File: src/rtl/counter_bank_pkg.sv
// counter_bank_pkg
//   Shared types and the per-channel next-value rule for counter_bank.
//   next_count() works on MAX_W-bit operands so that a single function serves
//   every WIDTH. Callers zero-extend their value and limit and keep the low
//   WIDTH bits of the result.
package counter_bank_pkg;

    localparam int MAX_W = 64;

    typedef enum logic {
        DOWN = 1'b0,
        UP   = 1'b1
    } dir_e;

    typedef enum logic {
        WRAP = 1'b0,
        SAT  = 1'b1
    } mode_e;

    typedef struct packed {
        logic [MAX_W-1:0] value;
        logic             evt;
    } next_t;

    // Successor of value for one enabled count step. evt flags a boundary
    // event: leaving or sitting at LIMIT going up, or at 0 going down.
    function automatic next_t next_count(
        input logic [MAX_W-1:0] value,
        input logic [MAX_W-1:0] limit,
        input dir_e             dir,
        input mode_e            mode
    );
        next_t res;
        res.value = value;
        res.evt   = 1'b0;
        case (dir)
            UP: begin
                if (value == limit) begin
                    res.evt   = 1'b1;
                    res.value = (mode == SAT) ? limit : {MAX_W{1'b0}};
                end else begin
                    res.value = value + {{(MAX_W-1){1'b0}}, 1'b1};
                end
            end
            DOWN: begin
                if (value == {MAX_W{1'b0}}) begin
                    res.evt   = 1'b1;
                    res.value = (mode == SAT) ? {MAX_W{1'b0}} : limit;
                end else begin
                    res.value = value - {{(MAX_W-1){1'b0}}, 1'b1};
                end
            end
            default: begin
                res.value = value;
                res.evt   = 1'b0;
            end
        endcase
        return res;
    endfunction

endpackage

File: src/rtl/counter_bank_channel.sv
// counter_channel
//   One counter channel: clear > load > count > hold, with a limit that makes
//   it a modulo-(LIMIT+1) counter, wrap or saturate at the boundary, a
//   registered terminal-count pulse and a sticky overflow flag.
// Ports:
//   clk, reset        clock, asynchronous active-high reset
//   en, dir_up        count enable, 1 = up / 0 = down
//   sat_mode          1 = saturate, 0 = wrap
//   clr, load         synchronous clear / load strobe
//   load_val          load value, clamped to LIMIT
//   ovf_clr           clears ovf (a coincident boundary event wins)
//   count, tc, ovf    registered counter value, event pulse, sticky flag
module counter_channel
    import counter_bank_pkg::*;
#(
    parameter int               WIDTH = 32,
    parameter logic [WIDTH-1:0] LIMIT = {WIDTH{1'b1}}
) (
    input  logic             clk,
    input  logic             reset,
    input  logic             en,
    input  logic             dir_up,
    input  logic             sat_mode,
    input  logic             clr,
    input  logic             load,
    input  logic [WIDTH-1:0] load_val,
    input  logic             ovf_clr,
    output logic [WIDTH-1:0] count,
    output logic             tc,
    output logic             ovf
);

    logic [WIDTH-1:0] count_r;
    logic             tc_r;
    logic             ovf_r;
    logic [MAX_W-1:0] value_ext_s;
    logic [MAX_W-1:0] limit_ext_s;
    next_t            nxt_s;
    logic [WIDTH-1:0] load_sat_s;
    logic [WIDTH-1:0] count_d_s;
    logic             evt_s;

    // Widen value and limit for the shared step function.
    always_comb begin
        value_ext_s              = {MAX_W{1'b0}};
        value_ext_s[WIDTH-1:0]   = count_r;
        limit_ext_s              = {MAX_W{1'b0}};
        limit_ext_s[WIDTH-1:0]   = LIMIT;
        nxt_s = next_count(value_ext_s, limit_ext_s, dir_e'(dir_up), mode_e'(sat_mode));
    end

    // Upper bits of the step result are always zero because value <= LIMIT.
    if (WIDTH < MAX_W) begin : g_hi
        logic unused_hi_s;
        assign unused_hi_s = |nxt_s.value[MAX_W-1:WIDTH];
    end

    // Next value with clr > load > count > hold; clr/load mask the event.
    always_comb begin
        load_sat_s = (load_val > LIMIT) ? LIMIT : load_val;
        if (clr) begin
            count_d_s = {WIDTH{1'b0}};
            evt_s     = 1'b0;
        end else if (load) begin
            count_d_s = load_sat_s;
            evt_s     = 1'b0;
        end else if (en) begin
            count_d_s = nxt_s.value[WIDTH-1:0];
            evt_s     = nxt_s.evt;
        end else begin
            count_d_s = count_r;
            evt_s     = 1'b0;
        end
    end

    // Counter, tc pulse and sticky ovf (set beats clear on the same edge).
    always_ff @(posedge clk or posedge reset) begin
        if (reset) begin
            count_r <= {WIDTH{1'b0}};
            tc_r    <= 1'b0;
            ovf_r   <= 1'b0;
        end else begin
            count_r <= count_d_s;
            tc_r    <= evt_s;
            ovf_r   <= evt_s | (ovf_r & ~ovf_clr);
        end
    end

    assign count = count_r;
    assign tc    = tc_r;
    assign ovf   = ovf_r;

endmodule

File: src/rtl/counter_bank.sv
// counter_bank
//   NUM_CH independent counter_channel instances on flattened buses, plus a
//   valid/ready read port returning any channel's value (one request in
//   flight; out-of-range channel returns data 0 with rd_rsp_err set).
// Ports:
//   clk, reset                       clock, asynchronous active-high reset
//   en/dir_up/sat_mode/clr/load      per-channel controls, NUM_CH bits each
//   load_val, count                  channel i at [i*WIDTH +: WIDTH]
//   tc, ovf, ovf_clr                 per-channel pulse, sticky flag, flag clear
//   rd_req_valid/ready, rd_chan      read request
//   rd_rsp_valid/ready, rd_rsp_data, rd_rsp_err   read response
module counter_bank
    import counter_bank_pkg::*;
#(
    parameter int               NUM_CH = 4,
    parameter int               WIDTH  = 32,
    parameter logic [WIDTH-1:0] LIMIT  = {WIDTH{1'b1}},
    localparam int              CH_W   = (NUM_CH > 1) ? $clog2(NUM_CH) : 1
) (
    input  logic                    clk,
    input  logic                    reset,
    input  logic [NUM_CH-1:0]       en,
    input  logic [NUM_CH-1:0]       dir_up,
    input  logic [NUM_CH-1:0]       sat_mode,
    input  logic [NUM_CH-1:0]       clr,
    input  logic [NUM_CH-1:0]       load,
    input  logic [NUM_CH*WIDTH-1:0] load_val,
    output logic [NUM_CH*WIDTH-1:0] count,
    output logic [NUM_CH-1:0]       tc,
    output logic [NUM_CH-1:0]       ovf,
    input  logic [NUM_CH-1:0]       ovf_clr,
    input  logic                    rd_req_valid,
    output logic                    rd_req_ready,
    input  logic [CH_W-1:0]         rd_chan,
    output logic                    rd_rsp_valid,
    input  logic                    rd_rsp_ready,
    output logic [WIDTH-1:0]        rd_rsp_data,
    output logic                    rd_rsp_err
);

    localparam logic [0:0] ST_IDLE = 1'b0;
    localparam logic [0:0] ST_RESP = 1'b1;

    logic [WIDTH-1:0] count_s [NUM_CH];
    logic [WIDTH-1:0] sel_data_s;
    logic             chan_err_s;
    logic [0:0]       state_r;
    logic [WIDTH-1:0] rsp_data_r;
    logic             rsp_err_r;

    for (genvar i = 0; i < NUM_CH; i++) begin : g_ch
        counter_channel #(
            .WIDTH (WIDTH),
            .LIMIT (LIMIT)
        ) u_ch (
            .clk      (clk),
            .reset    (reset),
            .en       (en[i]),
            .dir_up   (dir_up[i]),
            .sat_mode (sat_mode[i]),
            .clr      (clr[i]),
            .load     (load[i]),
            .load_val (load_val[i*WIDTH +: WIDTH]),
            .ovf_clr  (ovf_clr[i]),
            .count    (count_s[i]),
            .tc       (tc[i]),
            .ovf      (ovf[i])
        );
        assign count[i*WIDTH +: WIDTH] = count_s[i];
    end

    // Read mux over the pre-update counts; indices past NUM_CH select nothing.
    always_comb begin
        sel_data_s = {WIDTH{1'b0}};
        chan_err_s = (32'(rd_chan) >= NUM_CH);
        for (int i = 0; i < NUM_CH; i++) begin
            if (rd_chan == CH_W'(i)) begin
                sel_data_s = count_s[i];
            end else begin
                sel_data_s = sel_data_s;
            end
        end
    end

    // Read-port FSM: IDLE accepts a request, RESP holds it until taken.
    always_ff @(posedge clk or posedge reset) begin
        if (reset) begin
            state_r    <= ST_IDLE;
            rsp_data_r <= {WIDTH{1'b0}};
            rsp_err_r  <= 1'b0;
        end else begin
            case (state_r)
                ST_IDLE: begin
                    if (rd_req_valid) begin
                        state_r    <= ST_RESP;
                        rsp_data_r <= chan_err_s ? {WIDTH{1'b0}} : sel_data_s;
                        rsp_err_r  <= chan_err_s;
                    end
                end
                ST_RESP: begin
                    if (rd_rsp_ready) begin
                        state_r <= ST_IDLE;
                    end
                end
                default: state_r <= ST_IDLE;
            endcase
        end
    end

    // Ready and valid decode straight from the state flop.
    assign rd_req_ready = (state_r == ST_IDLE);
    assign rd_rsp_valid = (state_r == ST_RESP);
    assign rd_rsp_data  = rsp_data_r;
    assign rd_rsp_err   = rsp_err_r;

endmodule

File: config.mk
export PLATFORM = sky130hd
export DESIGN_NAME = counter_bank
export DESIGN_NICKNAME = d
export VERILOG_FILES = /design/src/rtl/counter_bank_pkg.sv /design/src/rtl/counter_bank_channel.sv /design/src/rtl/counter_bank.sv
export SDC_FILE = /design/constraint.sdc
export NUM_CORES = 1
export LEC_CHECK = 0
export CAP_MARGIN = 0
export CORE_ASPECT_RATIO = 1.5
export CORE_MARGIN = 1
export CORE_UTILIZATION = 48
export CTS_CLUSTER_DIAMETER = 150
export DETAILED_ROUTE_END_ITERATION = 8
export GPL_ROUTABILITY_DRIVEN = 0
export PLACE_DENSITY = 0.82
export SETUP_SLACK_MARGIN = 0.2
export SLEW_MARGIN = 20
export SYNTH_ARGS = -nofsm -noshare
export SYNTH_HDL_FRONTEND = slang
export SYNTH_SLANG_ARGS = --single-unit
export TNS_END_PERCENT = 1
File: constraint.sdc
create_clock -name clk -period 5.6 [get_ports clk]
set_input_delay 1.12 -clock clk [delete_from_list [all_inputs] [get_ports clk]]
set_output_delay 1.12 -clock clk [all_outputs]
set_load 0.02 [all_outputs]
==> flow_summary_export.csv <==
group,metric,value,unit
run_status,outcome,"completed",
cts,hold_buffers,0,
worst_setup_path,arrival,4.31,ns
timing,worst_pin_slew,1.17,ns
cts,cts_buffer_depth,2,
die,start_util,48.7,%
worst_setup_path,path_class,"flip-flop to flip-flop",
route,drtIter0Drc,2572,
synth,synthCells,1820,
final_layout,mostFrequentLayoutCell,"clkdlybuf4s50_1",
worst_setup_path,worst_r2r_startpoint,"g_ch[2].u_ch.count[1]$_DFFE_PP0P_",
synth,synth_warnings,0,
grt,overflow,0,
cts,cts_root_buffer,"clkbuf_16",
worst_hold_path,holdPathStages,1,
final_layout,final_area,18900,um^2
worst_setup_path,rr_endpoint,"g_ch[2].u_ch.count[10]$_DFFE_PP0P_",
timing,slew_violations,0,
timing,fin_crit,3.97,ns
timing,fin_crit_sh,70.9,%
worst_hold_path,hold_path_end,"g_ch[2].u_ch.ovf$_DFF_PP0_",
worst_setup_path,critPathCaptureType,"flip-flop",
synth,synth_edf_count,0,
die,die_w,147,um
die,io_pins,329,
cts,cts_buffers,17,
power_and_ir_drop,p_per_area,228,nW/um^2
placed_design,dp_hpwl,44.8,mm
worst_hold_path,hold_path_startpoint,"g_ch[2].u_ch.ovf$_DFF_PP0_",
worst_setup_path,r2r_cells,8,
route,ant_nets,0,
route,via_count,17783,
synth,avgSynthCellArea,8.28,um^2
final_layout,num_antenna_cells,0,
cts,htreeDepth,4,
final_layout,mostFrequentLayoutCells,"clkdlybuf4s50_1, dfrtp_1, a21oi_1",
placed_design,dp_cells,2361,
die,fp-row-count,79,
job,maxCapViolations,0,
timing,setup_viol,0,
synth,synth_ff_type,"dfrtp_1",
final_layout,area_delta_synth_final,25.2,%
cts,post_cts_buffers,0,
grt,antenna_found_initial,0,
die,core,30900,um^2
timing,relSlewSlack,22.3,%
synth,ys_seq_area_share,28.1,%
synth,ys_seq_elements,169,
die,dieArea,32100,um^2
power_and_ir_drop,irDropWorstVdd,231,uV
cts,cts.repair.resized,0,
cts,clkLatencyLatePin,0.45,ns
worst_setup_path,worstPathMaxFanout,18,
final_layout,final_util,61.0,%
worst_setup_path,r2r_slack,1.63,ns
route,drt-wirelength-per-cell,26.2,um
cts,cts_tree,"built",
grt,grt_pass1_vias,16881,
final_layout,fin_nets,2146,
timing,hold_ws,0.493,ns
grt,gr-usage-all-layers,38.5,%
timing,rsz0062_at_grt,"no",
placed_design,port_buffers,327,
synth,synthesis.area,15100,um^2
final_layout,post_route_cells_drive_above_1_share,8.90,%
timing,finalSetupTns,0,ns
route,drc,0,
grt,grt_max_degree,98,
route,firstDrtPassIters,9,
route,routed_wl,62.8,mm
timing,finClkSkew,0.00900,ns
synth,synthDistinctLibCells,86,
timing,hold_viol,0,
power_and_ir_drop,power,4.31,mW
cts,clkSinkCount,169,
placed_design,place_ws,1.37,ns
timing,setup_slack,1.63,ns
final_layout,fin_cells,2394,
grt,grt_pass1_wl,96.3,mm
die,die_h,219,um
power_and_ir_drop,p_leak,6.80,nW
worst_hold_path,hold_path.class,"flip-flop to flip-flop",
placed_design,placed_area,18300,um^2
timing,fmax,0.252,GHz
synth,syn_nets,1990,
synth,async_flop_share,100,%
worst_setup_path,required,5.94,ns
route,vias_per_cell,7.43,
cts,clk_pin_slew,0.07,ns
worst_setup_path,startpoint_type,"flip-flop",
layout make-up:
class                   count  area (um^2)
multi-input cells        1368         9790
fillers                  2594        12100
clock inverters            15          153
clock buffers              17          425
well taps                 405          507
flip-flops and latches    169         4230
inverters                  60          229
repair buffers            360         3530
where the power goes:
| group | internal (mW) | leakage, nW | switching, mW |
|---|---|---|---|
| combinational | 0.666 | 4.30 | 0.747 |
| sequential | 1.34 | 2.22 | 0.345 |
| clock | 0.657 | 0.283 | 0.549 |
routing by layer:
layer / up-vias / global-route usage (%) / share of wire, %
li1: 7456 / - / -
met1: 8371 / 45.6 / 34
met2: 1573 / 62.4 / 46
met3: 383 / 9.85 / 13
met4: 0 / 24.3 / 6.6
met5: - / 0 / 0
synthesized netlist by cell type (all sizes together), types with 11 or more instances:
cell type,instances,share of area (%)
a221oi,35,2.1
dfrtp,169,28
or4,39,2.0
o22ai,48,2.0
o22a,11,0.64
xor2,32,1.9
nand2b,12,0.50
mux4,33,4.9
or3,30,1.2
nand2,93,2.3
a31oi,14,0.58
nand4,73,3.1
and2,13,0.54
a221o,58,3.9
nor3,69,2.3
and3,24,1.0
o31ai,18,0.96
clkbuf,184,4.6
o21ai,75,2.5
a22oi,54,2.7
nor4,64,2.8
nor2b,12,0.50
mux2,33,2.5
inv,58,1.4
ha,12,1.0
nand3,78,2.6
and4,23,1.3
xnor2,43,2.5
o221ai,27,1.6
a21o,11,0.55
nor2,83,2.1
nor3b,21,1.0
a21oi,97,3.2
buf,39,1.5
registers in the layout, indices dropped and copies added (netlist names):
| register | flops |
|---|---|
| g_ch.u_ch.tc | 4 |
| rd_rsp_valid | 1 |
| g_ch.u_ch.count | 128 |
| g_ch.u_ch.ovf | 4 |
| rd_rsp_data | 32 |
critical path, stage by stage (launching register included):
cell       delay [ns]
dfrtp_1          0.57
ha_1             0.30
and3_1           0.26
nand4_1          0.55
or4_1            0.78
nand3b_1         0.54
buf_4            0.33
a2111oi_0        0.09
or3_1            0.41
cell families (layout without fill, tap and decap cells):
kind of cell	Yosys count	in the layout	share of synthesized area [%]
AO/OA/AOI/OAI	550	550	26.6
XOR/XNOR	75	75	4.36
adder cells (fa/ha/maj)	12	12	0.996
buffers and inverters	283	452	7.55
flip-flops	169	169	28.1
multiplexers	72	72	7.80
other	1	1	0.0249
AND/OR/NAND/NOR	658	658	24.6
worst max-delay path by stage:
stage / end / slack [ns] / startpoint / depth (start not counted)
final: g_ch[2].u_ch.count[10]$_DFFE_PP0P_ / 1.63 / g_ch[2].u_ch.count[1]$_DFFE_PP0P_ / 8
after global routing: g_ch[2].u_ch.count[10]$_DFFE_PP0P_ / 1.48 / g_ch[2].u_ch.count[1]$_DFFE_PP0P_ / 8
after CTS: g_ch[2].u_ch.count[10]$_DFFE_PP0P_ / 1.78 / g_ch[2].u_ch.count[1]$_DFFE_PP0P_ / 8
after detailed placement: g_ch[2].u_ch.count[10]$_DFFE_PP0P_ / 1.37 / dir_up[2] / 8
after floorplan: g_ch[0].u_ch.count[0]$_DFFE_PP0P_ / 2.33 / reset / 1
after global placement: g_ch[2].u_ch.count[10]$_DFFE_PP0P_ / 1.40 / dir_up[2] / 8
No activity file was read; power rests on OpenSTA's default activity.
